<file path="config.mk">
export PLATFORM = sky130hd
export DESIGN_NAME = bitop_arbiter16_flat
export DESIGN_NICKNAME = d
export VERILOG_FILES = /design/src/rtl/bitop_arbiter16_pkg.sv /design/src/rtl/bitop_arbiter16_if.sv /design/src/rtl/bitop_unit16.sv /design/src/rtl/bitop_arbiter16.sv /design/src/flat_wrapper.sv
export SDC_FILE = /design/constraint.sdc
export NUM_CORES = 1
export LEC_CHECK = 0
export ABC_AREA = 1
export BUFFER_PORTS_ARGS = -buffer_cell sky130_fd_sc_hd__buf_2
export CAP_MARGIN = 10
export CORE_MARGIN = 5
export CORE_UTILIZATION = 50
export CTS_BUF_LIST = sky130_fd_sc_hd__clkbuf_8 sky130_fd_sc_hd__clkbuf_16
export DETAILED_ROUTE_END_ITERATION = 8
export PLACE_DENSITY = 0.76
export SETUP_SLACK_MARGIN = 0.02
export SYNTH_ARGS = -nofsm -noshare
export SYNTH_HDL_FRONTEND = slang
export SYNTH_HIERARCHICAL = 1
export SYNTH_SLANG_ARGS = --single-unit
</file>
<file path="constraint.sdc">
create_clock -name clk -period 3.75 [get_ports clk]
set_clock_uncertainty 0.15 [all_clocks]
set_input_delay 0.375 -clock clk [delete_from_list [all_inputs] [get_ports clk]]
set_output_delay 0.375 -clock clk [all_outputs]
set_load 0.03 [all_outputs]
</file>
<file path="src/rtl/bitop_arbiter16_pkg.sv">
// Shared constants for the two-requester bitwise-logic arbiter.
// Opcode and FSM encodings live here so the unit, arbiter and bench agree.
package bitop_arbiter16_pkg;
  localparam int WIDTH = 16;
  localparam int OP_W  = 2;

  typedef enum logic [OP_W-1:0] {
    OP_AND = 2'b00,
    OP_OR  = 2'b01,
    OP_XOR = 2'b10,
    OP_NOR = 2'b11
  } op_e;

  typedef enum logic [1:0] {
    ST_IDLE = 2'b00,
    ST_EXEC = 2'b01,
    ST_RESP = 2'b10
  } state_e;
endpackage

</file>
<file path="src/rtl/bitop_arbiter16_if.sv">
// One requester's request and response valid/ready channels.
// master = requester side, slave = arbiter side.
interface bitop_arbiter16_if;
  import bitop_arbiter16_pkg::*;

  logic             req_valid;
  logic             req_ready;
  logic [WIDTH-1:0] req_a;
  logic [WIDTH-1:0] req_b;
  logic [OP_W-1:0]  req_op;
  logic             rsp_valid;
  logic             rsp_ready;
  logic [WIDTH-1:0] rsp_c;

  modport master (
    output req_valid, req_a, req_b, req_op, rsp_ready,
    input  req_ready, rsp_valid, rsp_c
  );

  modport slave (
    input  req_valid, req_a, req_b, req_op, rsp_ready,
    output req_ready, rsp_valid, rsp_c
  );
endinterface

</file>
<file path="src/rtl/bitop_unit16.sv">
// Combinational 16-bit AND/OR/XOR/NOR unit; output forced to zero when E=0.
// Zero latency, no flow control; OverflowFlag is always 0 (no carry path).
module bitop_unit16
  import bitop_arbiter16_pkg::*;
(
  input  logic [WIDTH-1:0] A,
  input  logic [WIDTH-1:0] B,
  input  logic [OP_W-1:0]  op,
  input  logic             E,
  output logic [WIDTH-1:0] C,
  output logic             OverflowFlag
);

  always_comb begin
    C = '0;
    if (E) begin
      case (op)
        OP_AND:  C = A & B;
        OP_OR:   C = A | B;
        OP_XOR:  C = A ^ B;
        default: C = ~(A | B);
      endcase
    end
  end

  assign OverflowFlag = 1'b0;

endmodule

</file>
<file path="src/rtl/bitop_arbiter16.sv">
// Round-robin arbiter sharing one bitop_unit16 between two requesters; IDLE->EXEC->RESP.
// Response valid two cycles after request handshake; a stalled response blocks new requests.
module bitop_arbiter16
  import bitop_arbiter16_pkg::*;
(
  input  logic              clk,
  input  logic              reset,
  bitop_arbiter16_if.slave  ch0,
  bitop_arbiter16_if.slave  ch1,
  output logic              busy,
  output logic              last_grant
);

  state_e           state_q, state_d;
  logic             prio_q, prio_d;
  logic             id_q, id_d;
  logic             last_grant_q, last_grant_d;
  logic [WIDTH-1:0] a_q, a_d;
  logic [WIDTH-1:0] b_q, b_d;
  logic [OP_W-1:0]  op_q, op_d;
  logic [WIDTH-1:0] res_q, res_d;

  logic             grant;
  logic             req0_rdy, req1_rdy;
  logic             rsp0_vld, rsp1_vld;
  logic             unit_en;
  logic [WIDTH-1:0] unit_c;
  logic             unused_ovf;

  // Lone requester wins outright; contention is settled by prio.
  assign grant = (ch0.req_valid && ch1.req_valid) ? prio_q : ch1.req_valid;

  bitop_unit16 u_unit (
    .A            (a_q),
    .B            (b_q),
    .op           (op_q),
    .E            (unit_en),
    .C            (unit_c),
    .OverflowFlag (unused_ovf)
  );

  always_comb begin
    state_d      = state_q;
    prio_d       = prio_q;
    id_d         = id_q;
    last_grant_d = last_grant_q;
    a_d          = a_q;
    b_d          = b_q;
    op_d         = op_q;
    res_d        = res_q;
    req0_rdy     = 1'b0;
    req1_rdy     = 1'b0;
    rsp0_vld     = 1'b0;
    rsp1_vld     = 1'b0;
    unit_en      = 1'b0;
    case (state_q)
      ST_IDLE: begin
        if (ch0.req_valid || ch1.req_valid) begin
          req0_rdy     = ~grant;
          req1_rdy     = grant;
          id_d         = grant;
          last_grant_d = grant;
          prio_d       = ~grant;
          a_d          = grant ? ch1.req_a  : ch0.req_a;
          b_d          = grant ? ch1.req_b  : ch0.req_b;
          op_d         = grant ? ch1.req_op : ch0.req_op;
          state_d      = ST_EXEC;
        end
      end
      ST_EXEC: begin
        unit_en = 1'b1;
        res_d   = unit_c;
        state_d = ST_RESP;
      end
      ST_RESP: begin
        rsp0_vld = ~id_q;
        rsp1_vld = id_q;
        if (id_q ? ch1.rsp_ready : ch0.rsp_ready) state_d = ST_IDLE;
      end
      default: state_d = ST_IDLE;
    endcase
  end

  always_ff @(posedge clk) begin
    if (reset) begin
      state_q      <= ST_IDLE;
      prio_q       <= 1'b0;
      id_q         <= 1'b0;
      last_grant_q <= 1'b0;
      a_q          <= '0;
      b_q          <= '0;
      op_q         <= '0;
      res_q        <= '0;
    end else begin
      state_q      <= state_d;
      prio_q       <= prio_d;
      id_q         <= id_d;
      last_grant_q <= last_grant_d;
      a_q          <= a_d;
      b_q          <= b_d;
      op_q         <= op_d;
      res_q        <= res_d;
    end
  end

  assign ch0.req_ready = req0_rdy;
  assign ch1.req_ready = req1_rdy;
  assign ch0.rsp_valid = rsp0_vld;
  assign ch1.rsp_valid = rsp1_vld;
  assign ch0.rsp_c     = rsp0_vld ? res_q : '0;
  assign ch1.rsp_c     = rsp1_vld ? res_q : '0;
  assign busy          = (state_q != ST_IDLE);
  assign last_grant    = last_grant_q;

endmodule

</file>
<file path="src/flat_wrapper.sv">
// flat-port wrapper written by rule: the top's interface ports become plain ports
module bitop_arbiter16_flat import bitop_arbiter16_pkg::*;
  (clk, reset, busy, last_grant, ch0_req_valid, ch0_req_a, ch0_req_b, ch0_req_op, ch0_rsp_ready, ch0_req_ready, ch0_rsp_valid, ch0_rsp_c, ch1_req_valid, ch1_req_a, ch1_req_b, ch1_req_op, ch1_rsp_ready, ch1_req_ready, ch1_rsp_valid, ch1_rsp_c);
  bitop_arbiter16_if ch0_i ();
  bitop_arbiter16_if ch1_i ();
  input  logic clk;
  input  logic reset;
  output logic busy;
  output logic last_grant;
  input wire logic [$bits(ch0_i.req_valid)-1:0] ch0_req_valid;
  input wire logic [$bits(ch0_i.req_a)-1:0] ch0_req_a;
  input wire logic [$bits(ch0_i.req_b)-1:0] ch0_req_b;
  input wire logic [$bits(ch0_i.req_op)-1:0] ch0_req_op;
  input wire logic [$bits(ch0_i.rsp_ready)-1:0] ch0_rsp_ready;
  output wire logic [$bits(ch0_i.req_ready)-1:0] ch0_req_ready;
  output wire logic [$bits(ch0_i.rsp_valid)-1:0] ch0_rsp_valid;
  output wire logic [$bits(ch0_i.rsp_c)-1:0] ch0_rsp_c;
  input wire logic [$bits(ch1_i.req_valid)-1:0] ch1_req_valid;
  input wire logic [$bits(ch1_i.req_a)-1:0] ch1_req_a;
  input wire logic [$bits(ch1_i.req_b)-1:0] ch1_req_b;
  input wire logic [$bits(ch1_i.req_op)-1:0] ch1_req_op;
  input wire logic [$bits(ch1_i.rsp_ready)-1:0] ch1_rsp_ready;
  output wire logic [$bits(ch1_i.req_ready)-1:0] ch1_req_ready;
  output wire logic [$bits(ch1_i.rsp_valid)-1:0] ch1_rsp_valid;
  output wire logic [$bits(ch1_i.rsp_c)-1:0] ch1_rsp_c;
  assign ch0_i.req_valid = ch0_req_valid;
  assign ch0_i.req_a = ch0_req_a;
  assign ch0_i.req_b = ch0_req_b;
  assign ch0_i.req_op = ch0_req_op;
  assign ch0_i.rsp_ready = ch0_rsp_ready;
  assign ch0_req_ready = ch0_i.req_ready;
  assign ch0_rsp_valid = ch0_i.rsp_valid;
  assign ch0_rsp_c = ch0_i.rsp_c;
  assign ch1_i.req_valid = ch1_req_valid;
  assign ch1_i.req_a = ch1_req_a;
  assign ch1_i.req_b = ch1_req_b;
  assign ch1_i.req_op = ch1_req_op;
  assign ch1_i.rsp_ready = ch1_rsp_ready;
  assign ch1_req_ready = ch1_i.req_ready;
  assign ch1_rsp_valid = ch1_i.rsp_valid;
  assign ch1_rsp_c = ch1_i.rsp_c;
  bitop_arbiter16 u_core (.clk(clk), .reset(reset), .ch0(ch0_i), .ch1(ch1_i), .busy(busy), .last_grant(last_grant));
endmodule
</file>
==> out/results.ini <==
[clocking]
clockBufferDepth = 2
postCtsHoldBufs = 0
cts_resized = 0
cts.sinks = 54
clk_pin_slew_ns = 0.10
cts_tree = yes
numCtsBuffers = 5
clkLatencyLatePin_ns = 0.31
htree_levels = 2
cts_root_buf = clkbuf_8
post-cts-setup-buffers = 0

[worst_setup_path]
timing.critical_path.to_type = output port
cp_cell_sequence = inv_1 > nand2_1 > nor2_8 > nand2_1 > inv_1 > buf_2
r2r_setup_slack_ns = 1.42
cp_data_arrival_time_ns = 1.88
worst_r2r_startpoint = u_core/state_q[1]$_SDFFE_PP0P_
crit_required_ns = 3.22
reg2reg_depth = 9
path_class = reg -> out
slowest_delay_ns = 0.49
cp_slowest_cell = nor2_8
worst_setup_path_start_kind = register
crit_path_max_fanout = 36
r2r-end = u_core/res_q[4]$_SDFFE_PP0P_

[synthesis]
ys_warn_count = 6
postSynthCellCount = 639
avgSynthCellArea_um2 = 6.58
netlist_area_um2 = 4210
syn_nets = 745

[timing]
worst_slew_pin_slew_ns = 1.08
slew_headroom = 0.281
fmax_ghz = 0.416
setup_viol = 0
timing.final.crit_period_ns = 2.41
rsz0062_at_grt = false
tns_ns = 0
hold_violations = 0
drv_slew = 0
timing.final.crit_share = 0.642

[grt]
grt_pass1_wl_um = 16200
grt_overflow_total = 0
grt_pass1_vias = 3668
grt_max_degree = 37
grt_antenna_before_repair = 0
grt.total_usage = 0.188

[placement]
io_buffer_count = 111
postPlaceCellArea_um2 = 4620
place_congestion = 0.823
dp_hpwl_um = 7200

[final_layout]
area_delta_synth_final_pct = 12.5
nNetsFinal = 830
postLayoutCellArea_um2 = 4730
layout_commonest_cell = inv_1
drive_above_1_share = 0.240
mostFrequentLayoutCells = inv_1, buf_2, nand2_1
fin_util = 0.576
num_antenna_cells = 0

[hold_path]
hold_end = u_core/a_q[1]$_SDFFE_PP0P_
hold_path.startpoint = ch0_req_a[1]
holdPathStages = 5
hold_class = in -> reg

[floorplan]
die_h_um = 102
fp-row-count = 33
io_pins = 112
fp.dieW_um = 102
die_area_um2 = 10400
initial_core_util = 0.512
core-area_um2 = 8220

[flow_run]
max-cap-violations = 0

[detailed_routing]
via_per_inst = 4.68
wl_um = 9590
wl_per_cell_um = 11.6
vias = 3885
first_iter_violations = 143
drc = 0
ant_nets = 0
dr.pass1.iters = 4

[status]
status = finished, final reports clean

[pwr]
peakVddDrop_uv = 168
power_per_cell_area_nw_per_um2 = 345
power.leakage_nw = 2.75

[final cells by class]
type                    instances  area [um^2]
fillers                       798         3480
flip-flops and latches         54         1080
inverters                     162          613
well taps                     105          131
multi-input cells             387         2220
repair buffers                114          578
clock buffers                   8          110
[through the flow]
step                power, mW  cells  hold slack (ns)  worst slack, ns
global placement         1.25    822            0.314             1.50
detailed placement       1.27    822            0.313             1.44
floorplan                1.17    639            0.294             1.90
global route             1.76    830            0.205             1.09
finish                   1.63    830            0.193             1.34
CTS                      1.64    830            0.185             1.34
[worst max-delay path: cells and delay by family, from the launching register on]
kind          cells  cell delay (ns)
flops             1             0.32
buf+inv           3             0.43
simple gates      3             0.82
[per-layer routing]
layer	global-route usage	wire length, um
met3	0.0296	705
met1	0.258	4640
met2	0.318	4210
met4	0.0245	40
met5	0	0
[how the worst max path moves through the flow]
stage | start | slack, ns | depth (start not counted) | to
after floorplan | u_core/state_q[1]$_SDFFE_PP0P_ | 1.90 | 11 | u_core/res_q[10]$_SDFFE_PP0P_
after global placement | ch1_req_valid | 1.50 | 6 | ch0_req_ready
after detailed placement | ch1_req_valid | 1.44 | 6 | ch0_req_ready
after CTS | u_core/state_q[1]$_SDFFE_PP0P_ | 1.34 | 6 | ch0_req_ready
after global routing | u_core/state_q[1]$_SDFFE_PP0P_ | 1.09 | 9 | u_core/res_q[15]$_SDFFE_PP0P_
final | u_core/state_q[1]$_SDFFE_PP0P_ | 1.34 | 6 | ch0_req_ready
[registers in the layout (all words and copies together) (netlist names)]
register	flops
u_core/a_q	16
u_core/b_q	16
u_core/last_grant	1
u_core/op_q	2
u_core/prio_q	1
u_core/res_q	16
u_core/state_q	2
[power by group]
part	leakage (nW)	switching [mW]	internal [mW]
Sequential	0.447	0.0701	0.642
Clock	0.0575	0.184	0.187
Combinational	2.25	0.353	0.197
Power figures use the tool's default switching activity.
